$ cat src/rtl/seq_digit_display.sv
// Sequential decimal display: latches a value, converts it to BCD one bit per cycle
// (double dabble), then shows the digits MSD-first on one seven-segment digit.
module seq_digit_display #(
  parameter int WIDTH         = 8,
  parameter int NUM_DIGITS    = 3,
  parameter int DIGIT_CYCLES  = 4,
  parameter int GAP_CYCLES    = 2,
  parameter int BLANK_LEADING = 1
)(
  input  logic             clk,
  input  logic             rst,
  input  logic             trigger,
  input  logic [WIDTH-1:0] value,
  output logic [6:0]       seg,
  output logic             digit_valid,
  output logic             busy,
  output logic             done,
  output logic             overflow
);

  function automatic logic [63:0] pow10(input int n);
    logic [63:0] r;
    r = 64'd1;
    for (int i = 0; i < n; i++) r = r * 64'd10;
    return r;
  endfunction

  localparam logic [63:0] MAX = pow10(NUM_DIGITS) - 64'd1;
  localparam int BW   = 4 * NUM_DIGITS;
  localparam int PW   = (NUM_DIGITS > 1) ? $clog2(NUM_DIGITS) : 1;
  localparam int SW   = $clog2(WIDTH + 1);
  localparam int CMAX = (DIGIT_CYCLES > GAP_CYCLES) ? DIGIT_CYCLES : GAP_CYCLES;
  localparam int CW   = $clog2(CMAX + 1);
  localparam logic [3:0] CODE_OFF = 4'd10;

  typedef enum logic [2:0] {S_IDLE, S_CONVERT, S_SHOW, S_GAP, S_DONE} state_t;

  state_t           state, state_nx;
  logic [WIDTH-1:0] val_sh, val_sh_nx;
  logic [BW-1:0]    bcd, bcd_nx, adj;
  logic [SW-1:0]    scnt, scnt_nx;
  logic [CW-1:0]    cnt, cnt_nx;
  logic [PW-1:0]    ptr, ptr_nx, lead;
  logic [3:0]       code, code_nx;
  logic             ovf_nx;
  logic             unused_adj_msb;

  // Saturation keeps the value <= MAX, so the top BCD bit never carries out.
  assign unused_adj_msb = adj[BW-1];

  always_comb begin
    adj = bcd;
    for (int i = 0; i < NUM_DIGITS; i++)
      if (bcd[4*i +: 4] >= 4'd5) adj[4*i +: 4] = bcd[4*i +: 4] + 4'd3;
  end

  // Highest nonzero digit; all-zero falls back to digit 0 so "0" is still shown.
  always_comb begin
    lead = '0;
    for (int i = 0; i < NUM_DIGITS; i++)
      if (bcd[4*i +: 4] != 4'd0) lead = PW'(i);
  end

  always_comb begin
    state_nx  = state;
    val_sh_nx = val_sh;
    bcd_nx    = bcd;
    scnt_nx   = scnt;
    cnt_nx    = cnt;
    ptr_nx    = ptr;
    ovf_nx    = overflow;
    case (state)
      S_IDLE: if (trigger) begin
        ovf_nx    = 64'(value) > MAX;
        val_sh_nx = ovf_nx ? MAX[WIDTH-1:0] : value;
        bcd_nx    = '0;
        scnt_nx   = '0;
        state_nx  = S_CONVERT;
      end
      S_CONVERT: begin
        if (scnt == SW'(WIDTH)) begin
          ptr_nx   = (BLANK_LEADING != 0) ? lead : PW'(NUM_DIGITS - 1);
          cnt_nx   = '0;
          state_nx = S_SHOW;
        end else begin
          bcd_nx    = {adj[BW-2:0], val_sh[WIDTH-1]};
          val_sh_nx = val_sh << 1;
          scnt_nx   = scnt + SW'(1);
        end
      end
      S_SHOW: begin
        if (cnt == CW'(DIGIT_CYCLES - 1)) begin
          cnt_nx = '0;
          if (GAP_CYCLES > 0)    state_nx = S_GAP;
          else if (ptr == '0)    state_nx = S_DONE;
          else                   ptr_nx   = ptr - PW'(1);
        end else begin
          cnt_nx = cnt + CW'(1);
        end
      end
      S_GAP: begin
        if (GAP_CYCLES == 0 || cnt == CW'(GAP_CYCLES - 1)) begin
          cnt_nx = '0;
          if (ptr == '0) state_nx = S_DONE;
          else begin
            ptr_nx   = ptr - PW'(1);
            state_nx = S_SHOW;
          end
        end else begin
          cnt_nx = cnt + CW'(1);
        end
      end
      S_DONE:  state_nx = S_IDLE;
      default: state_nx = S_IDLE;
    endcase
    code_nx = (state_nx == S_SHOW) ? bcd_nx[{ptr_nx, 2'b00} +: 4] : CODE_OFF;
  end

  always_ff @(posedge clk or negedge rst) begin
    if (!rst) begin
      state       <= S_IDLE;
      val_sh      <= '0;
      bcd         <= '0;
      scnt        <= '0;
      cnt         <= '0;
      ptr         <= '0;
      code        <= CODE_OFF;
      digit_valid <= 1'b0;
      busy        <= 1'b0;
      done        <= 1'b0;
      overflow    <= 1'b0;
    end else begin
      state       <= state_nx;
      val_sh      <= val_sh_nx;
      bcd         <= bcd_nx;
      scnt        <= scnt_nx;
      cnt         <= cnt_nx;
      ptr         <= ptr_nx;
      code        <= code_nx;
      digit_valid <= (state_nx == S_SHOW);
      busy        <= (state_nx != S_IDLE);
      done        <= (state_nx == S_DONE);
      overflow    <= ovf_nx;
    end
  end

  // Segment order {g,f,e,d,c,b,a}, active high; any code above 9 blanks the digit.
  always_comb begin
    case (code)
      4'd0:    seg = 7'h3F;
      4'd1:    seg = 7'h06;
      4'd2:    seg = 7'h5B;
      4'd3:    seg = 7'h4F;
      4'd4:    seg = 7'h66;
      4'd5:    seg = 7'h6D;
      4'd6:    seg = 7'h7D;
      4'd7:    seg = 7'h07;
      4'd8:    seg = 7'h7F;
      4'd9:    seg = 7'h6F;
      default: seg = 7'h00;
    endcase
  end

endmodule

$ cat config.mk
export PLATFORM = sky130hd
export DESIGN_NAME = seq_digit_display
export DESIGN_NICKNAME = d
export VERILOG_FILES = /design/src/rtl/seq_digit_display.sv
export SDC_FILE = /design/constraint.sdc
export NUM_CORES = 1
export LEC_CHECK = 0
export CORE_ASPECT_RATIO = 1.5
export CORE_MARGIN = 2
export CORE_UTILIZATION = 61
export DETAILED_ROUTE_END_ITERATION = 8
export PLACE_DENSITY_LB_ADDON = 0.05
export SYNTH_ARGS = -nofsm -noshare
export SYNTH_HDL_FRONTEND = slang
export SYNTH_SLANG_ARGS = --single-unit
$ cat constraint.sdc
create_clock -name clk -period 4.5 [get_ports clk]
set_input_delay 0.45 -clock clk [delete_from_list [all_inputs] [get_ports clk]]
set_output_delay 0.45 -clock clk [all_outputs]
set_load 0.01 [all_outputs]
Word level (Yosys, flattened, before mapping) --
Memory sizes are Yosys's and may differ from the RTL's. Cells that the tools add are included.
Cells by class: add/subtract/negate cells 6, magnitude comparators 3, equal/unequal tests 11, shift operators 1, multiplexer cells 29, reductions and logical operators 9
Operator list (number):
- 3-bit 2-to-1 mux | 9
- 12-bit 2-to-1 mux | 2
- 12-bit case mux with 2 select lines | 1
- 4-bit 2-to-1 mux | 5
- 8-bit 2-to-1 mux | 2
- 8-bit case mux with 2 select lines | 1
- 3-bit by 2-bit == test with 1-bit output (second input constant) | 4
- 4-bit by 3-bit greater-or-equal comparator with 1-bit output (second input constant) | 3
- 3-bit case mux with 4 select lines | 1
- 12-bit by 5-bit variable part select with 4-bit output | 1
- 3-bit case mux with 3 select lines | 1
- 4-bit by 2-bit adder with 4-bit output (second input constant) | 2
- 2-bit 2-to-1 mux | 4
- 4-bit case mux with 2 select lines | 1
- 4-bit nonzero test | 2
- 3-bit by 1-bit == test with 1-bit output (second input constant) | 2
- 2-bit != test (second input constant) | 3
- 3-bit nonzero test | 2
- 4-bit by 1-bit adder with 4-bit output (second input constant) | 1
- 4-bit == test (second input constant) | 1
- 2-bit case mux with 2 select lines | 1
- 3-bit by 1-bit adder with 3-bit output (second input constant) | 1
- 3-bit by 2-bit adder with 3-bit output (second input constant) | 1
- 3-bit == test (second input constant) | 1
- other kinds (7) | 7
Word-level totals: bits in registers 39, bits in read-only memories 112, bits of input ports 11, output and inout bits 11, word-level logic and storage cells 70, memories kept 1
Memories:
- (name not given) | words 16, width 7, read ports 1, clocked after Yosys merged registers in 0, write ports 0, RTL line 149 | case (code)

Depth between registers and ports, before layout --
depth after elaboration 7, gate-level depth with buffers 10, mapped depth without buffers 10

Least setup slack after synthesis --
OpenSTA, ideal clock, no wires.
kind register to register, start register scnt[0], end register code[3], setup time 0.095 ns, arrival time 1.987 ns, required time 4.405 ns, path slack 2.419 ns, stages on the path, launching flop included 10, path buffers 1, period minus slack after synthesis 2.081 ns, cells stage by stage dfrtp_1 -> inv_1 -> ha_1 -> and4b_1 -> or4_4 -> buf_6 -> a21o_1 -> a32o_2 -> nand3b_2 -> o211ai_2
Between the ends: cells in the longest elaborated chain, start to end 5, elaborated cells between the ends (all ways) 10, classes of those cells 2 x eq/ne; 1 x shift; 7 x mux
Ends and longest elaborated chain:
- start, declared | RTL line 41 | logic [SW-1:0] scnt, scnt_nx;
- start signal, assigned | RTL line 136 | scnt <= scnt_nx;
- 4-bit == test | RTL line 81 | if (scnt == SW'(WIDTH)) begin
- 12-bit 2-to-1 mux | RTL line 81
- 12-bit case mux with 2 select lines | RTL line 72 | case (state)
- via bcd_nx[7] | RTL line 40 | logic [BW-1:0] bcd, bcd_nx, adj;
- 12-bit by 5-bit variable part select with 4-bit output | RTL line 116 | code_nx = (state_nx == S_SHOW) ? bcd_nx[{ptr_nx, 2'b00} +: 4] : CODE_OFF;
- 4-bit 2-to-1 mux | RTL line 116
- via code_nx[3] | RTL line 44 | logic [3:0] code, code_nx;
- end signal, assigned | RTL line 139 | code <= code_nx;
- end, declared | RTL line 44
The timed path passes the listed nets, and every way through them passes these cells. A chain may end at the register's enable or synchronous reset.

Worst setup path in the final report --
start register state[0], end register code[3]
Between the ends: cells in the longest elaborated chain, start to end 4, elaborated cells between the ends (all ways) 14, classes of those cells 4 x eq/ne; 1 x shift; 8 x mux; 1 x reduce/logical
Ends and longest elaborated chain:
- start, declared | RTL line 38 | state_t state, state_nx;
- start signal, assigned | RTL line 133 | state <= state_nx;
- 3-bit by 1-bit == test with 1-bit output / 3-bit zero test (equally long branches) | RTL line 72
- 12-bit case mux with 2 select lines (*) | RTL line 72
- via bcd_nx[11] | RTL line 40
- 12-bit by 5-bit variable part select with 4-bit output (*) | RTL line 116
- 4-bit 2-to-1 mux (*) | RTL line 116
- via code_nx[3] | RTL line 44
The timed path passes the listed nets; every way through them passes the cells marked *.

==> flow_summary.yaml <==
global_route:
  grt.total_usage_pct: 22.9
  overflow: 0
  grt_max_degree: 40
  grt_pass1_vias: 1668
  antenna_found_initial: 0
  grt_pass1_wl_mm: 7.27
sta:
  maxSlewViolCount: 0
  finalSetupViolations: 0
  grt_setup_unrepaired: "false"
  layout_worst_path_cycle_share_pct: 56.0
  slew_headroom_pct: 37.7
  finClkSkew_ns: 0.00607
  worst_pin_slew_ns: 0.930
  max_clock_freq_ghz: 0.397
  finalWorstSetupSlack_ns: 1.98
  tns_ns: 0
  fin_crit_ns: 2.52
  finalHoldViolCount: 0
setup_path:
  startpoint_type: "flop"
  cp_slowest_stage_delay_ns: 0.82
  cp_slowest_cell: "nor3b_2"
  critPathArrivalTime_ns: 2.74
  ff2ff_path_depth: 6
  end_kind: "flop"
  crit_required_ns: 4.72
  ff2ff_setup_slack_ns: 1.98
  criticalPathCategory: "flop to flop"
  cp_cell_sequence: "nor3b_2 > and2_2 > a21oi_1 > o21ai_0 > mux2i_1 > o211ai_2"
  cp_max_fo: 12
power:
  power_frac_clock_pct: 13.7
  p_sw_share_pct: 41.6
  p_int_uw: 1100
  p_leak_uw: 0.00118
  pwr-share-comb_pct: 51.6
  ir_drop_uv: 605
  seqPwrFrac_pct: 34.7
  switchingPower_uw: 781
  powerDensity_nw_per_um2: 723
placed_design:
  placed_area_um2: 2490
  portBuffers: 20
  post-dp-hpwl_mm: 3.12
  place_ws_ns: 1.98
  place.gp.congestion: 0.849
final_layout:
  multi_input_area_um2: 1180
  fin_area_um2: 2590
  seq_area_um2: 978
  final_util_pct: 71.1
  fillCellCount: 292
  area_growth_pct: 12.7
  drive_gt1_share_pct: 7.78
  antenna_cells: 0
  layout.nets: 285
logic_synthesis:
  synthesis.nets: 266
  synth_commonest_cells: "dfrtp_1 (37), nand2_1 (26), o21ai_0 (25)"
  ys_ff_latch: 39
  synth_area_leaders: "dfrtp_1 (40%), ha_1 (9.8%), mux2i_1 (5.7%)"
  async_flop_share_pct: 100
  yosysMostFrequentCell: "dfrtp_1"
  synth_top_area_share_pct: 40.2
  yosysTopAreaCell: "dfrtp_1"
  synth_area_um2: 2300
  synth_edf_count: 0
  avgSynthCellArea_um2: 9.71
  yosysWarnings: 0
  synth_sequential_area_ratio_pct: 42.5
  postSynthCellCount: 237
  ys.flop_type: "dfrtp_1"
  netlist-cell-type-count: 45
floorplan:
  core_um2: 3650
  die-area_um2: 4290
  die_h_um: 79.2
  io_pins: 22
  start_util_pct: 63.1
  die-width_um: 54.2
  num_rows: 27
clock_tree:
  cts_resized: 0
  postCtsSetupRepairBufs: 0
  numCtsBuffers: 5
  tritoncts: "built"
  root_buffer: "clkbuf_8"
  path_clk_slew_ns: 0.08
  cts.sinks: 39
  clk_latency_ns: 0.29
  htree_levels: 2
  hold_buffers: 0
  clk_path_buf_depth: 2
drt:
  wl_per_cell_um: 14.2
  dr.pass1.iters: 4
  drt_first_iter_violations: 29
  drt-vias-per-instance: 5.74
  vias: 1721
  drc_errors: 0
  finalWirelength_mm: 4.25
  antenna_left: 0
outcome:
  outcome: "finished, final reports clean"
job:
  drv_cap: 0
hold_path:
  hp-class: "input port to asynchronous set/reset pin"
-- per-layer routing --
layer	GRT usage, %	up-vias	wire (um)
met5	0	-	0
met4	7.75	0	93
met3	5.08	9	125
met2	39.0	30	2240
met1	27.4	823	1790
li1	-	859	-
-- final timing paths --
| path | end | startpoint |
|---|---|---|
| setup / recovery | code[3] | state[0] |
| hold / removal | bcd[10] | rst |
| setup reg to reg | code[3] | state[0] |
| hold reg to reg | val_sh[7] | val_sh[7] |
| max in group asynchronous | val_sh[1] | rst |
| min in group clk | val_sh[7] | val_sh[7] |
-- final cells by class --
| type | count | area share, % |
|---|---|---|
| flip-flops and latches | 39 | 37.7 |
| repair buffers | 20 | 7.52 |
| clock buffers | 8 | 3.86 |
| well taps | 43 | 2.07 |
| inverters | 22 | 3.18 |
| multi-input cells | 168 | 45.7 |
-- sequential cells by signal, indices dropped and copies added (netlist names) --
signal       cells
code             4
done             1
scnt             4
val_sh           8
state            3
cnt              3
ptr              2
busy             1
digit_valid      1
bcd             12
-- worst max-delay path: cells and delay by family, from the launching register on --
family / cells / cell delay (ns)
multiplexers: 1 / 0.16
flip-flops: 1 / 0.51
AND/OR/NAND/NOR: 2 / 1.21
AO/OA/AOI/OAI: 3 / 0.57
-- layout by cell type (no fill, tap or decap), types with 2 or more instances in the layout --
| master | Yosys | final |
|---|---|---|
| a21o_1 | 2 | 2 |
| a21oi_1 | 7 | 7 |
| a22o_1 | 7 | 7 |
| clkbuf_8 | 0 | 7 |
| clkdlybuf4s50_1 | 0 | 19 |
| dfrtp_1 | 37 | 37 |
| dfstp_2 | 2 | 2 |
| ha_1 | 18 | 18 |
| inv_1 | 22 | 22 |
| mux2i_1 | 13 | 13 |
| nand2_1 | 26 | 26 |
| nand2b_1 | 8 | 8 |
| nand3_1 | 5 | 5 |
| nand3b_1 | 2 | 2 |
| nand4_1 | 3 | 3 |
| nor2_1 | 8 | 8 |
| nor2b_1 | 2 | 2 |
| nor3_1 | 2 | 2 |
| nor3b_1 | 4 | 3 |
| o211ai_1 | 3 | 3 |
| o21a_1 | 3 | 3 |
| o21ai_0 | 25 | 25 |
| o22ai_1 | 4 | 4 |
| o31ai_1 | 3 | 3 |
| o32ai_1 | 2 | 2 |
| xnor2_1 | 4 | 4 |
-- kinds of logic (layout without fill, tap and decap cells) --
kind of cell               Yosys count  count (layout)  synth area share (%)
buffers and inverters               30              50                  6.25
other                                1               1                 0.163
muxes                               14              14                  6.14
AOI/OAI and AO/OA                   63              63                  17.8
and+or+nand+nor                     67              67                  15.4
xor gates and xnor gates             5               5                  1.90
DFF                                 39              39                  42.5
adders and majority gates           18              18                  9.78
-- stage by stage --
| stage | instances | power (uW) | hold WS [ns] |
|---|---|---|---|
| global placement | 292 | 1610 | 0.464 |
| global route | 300 | 2050 | 0.349 |
| floorplan | 237 | 1330 | 0.154 |
| CTS | 300 | 1890 | 0.297 |
| finish | 300 | 1880 | 0.271 |
| detailed placement | 292 | 1630 | 0.476 |
-- power by group through the flow --
stage	sequential, uW	clock (uW)	combinational, uW
floorplan	606	0	729
global placement	652	0	961
detailed placement	657	0	973
CTS	651	262	978
global route	673	276	1100
finish	651	258	968
(Power assumes the default switching activity.)
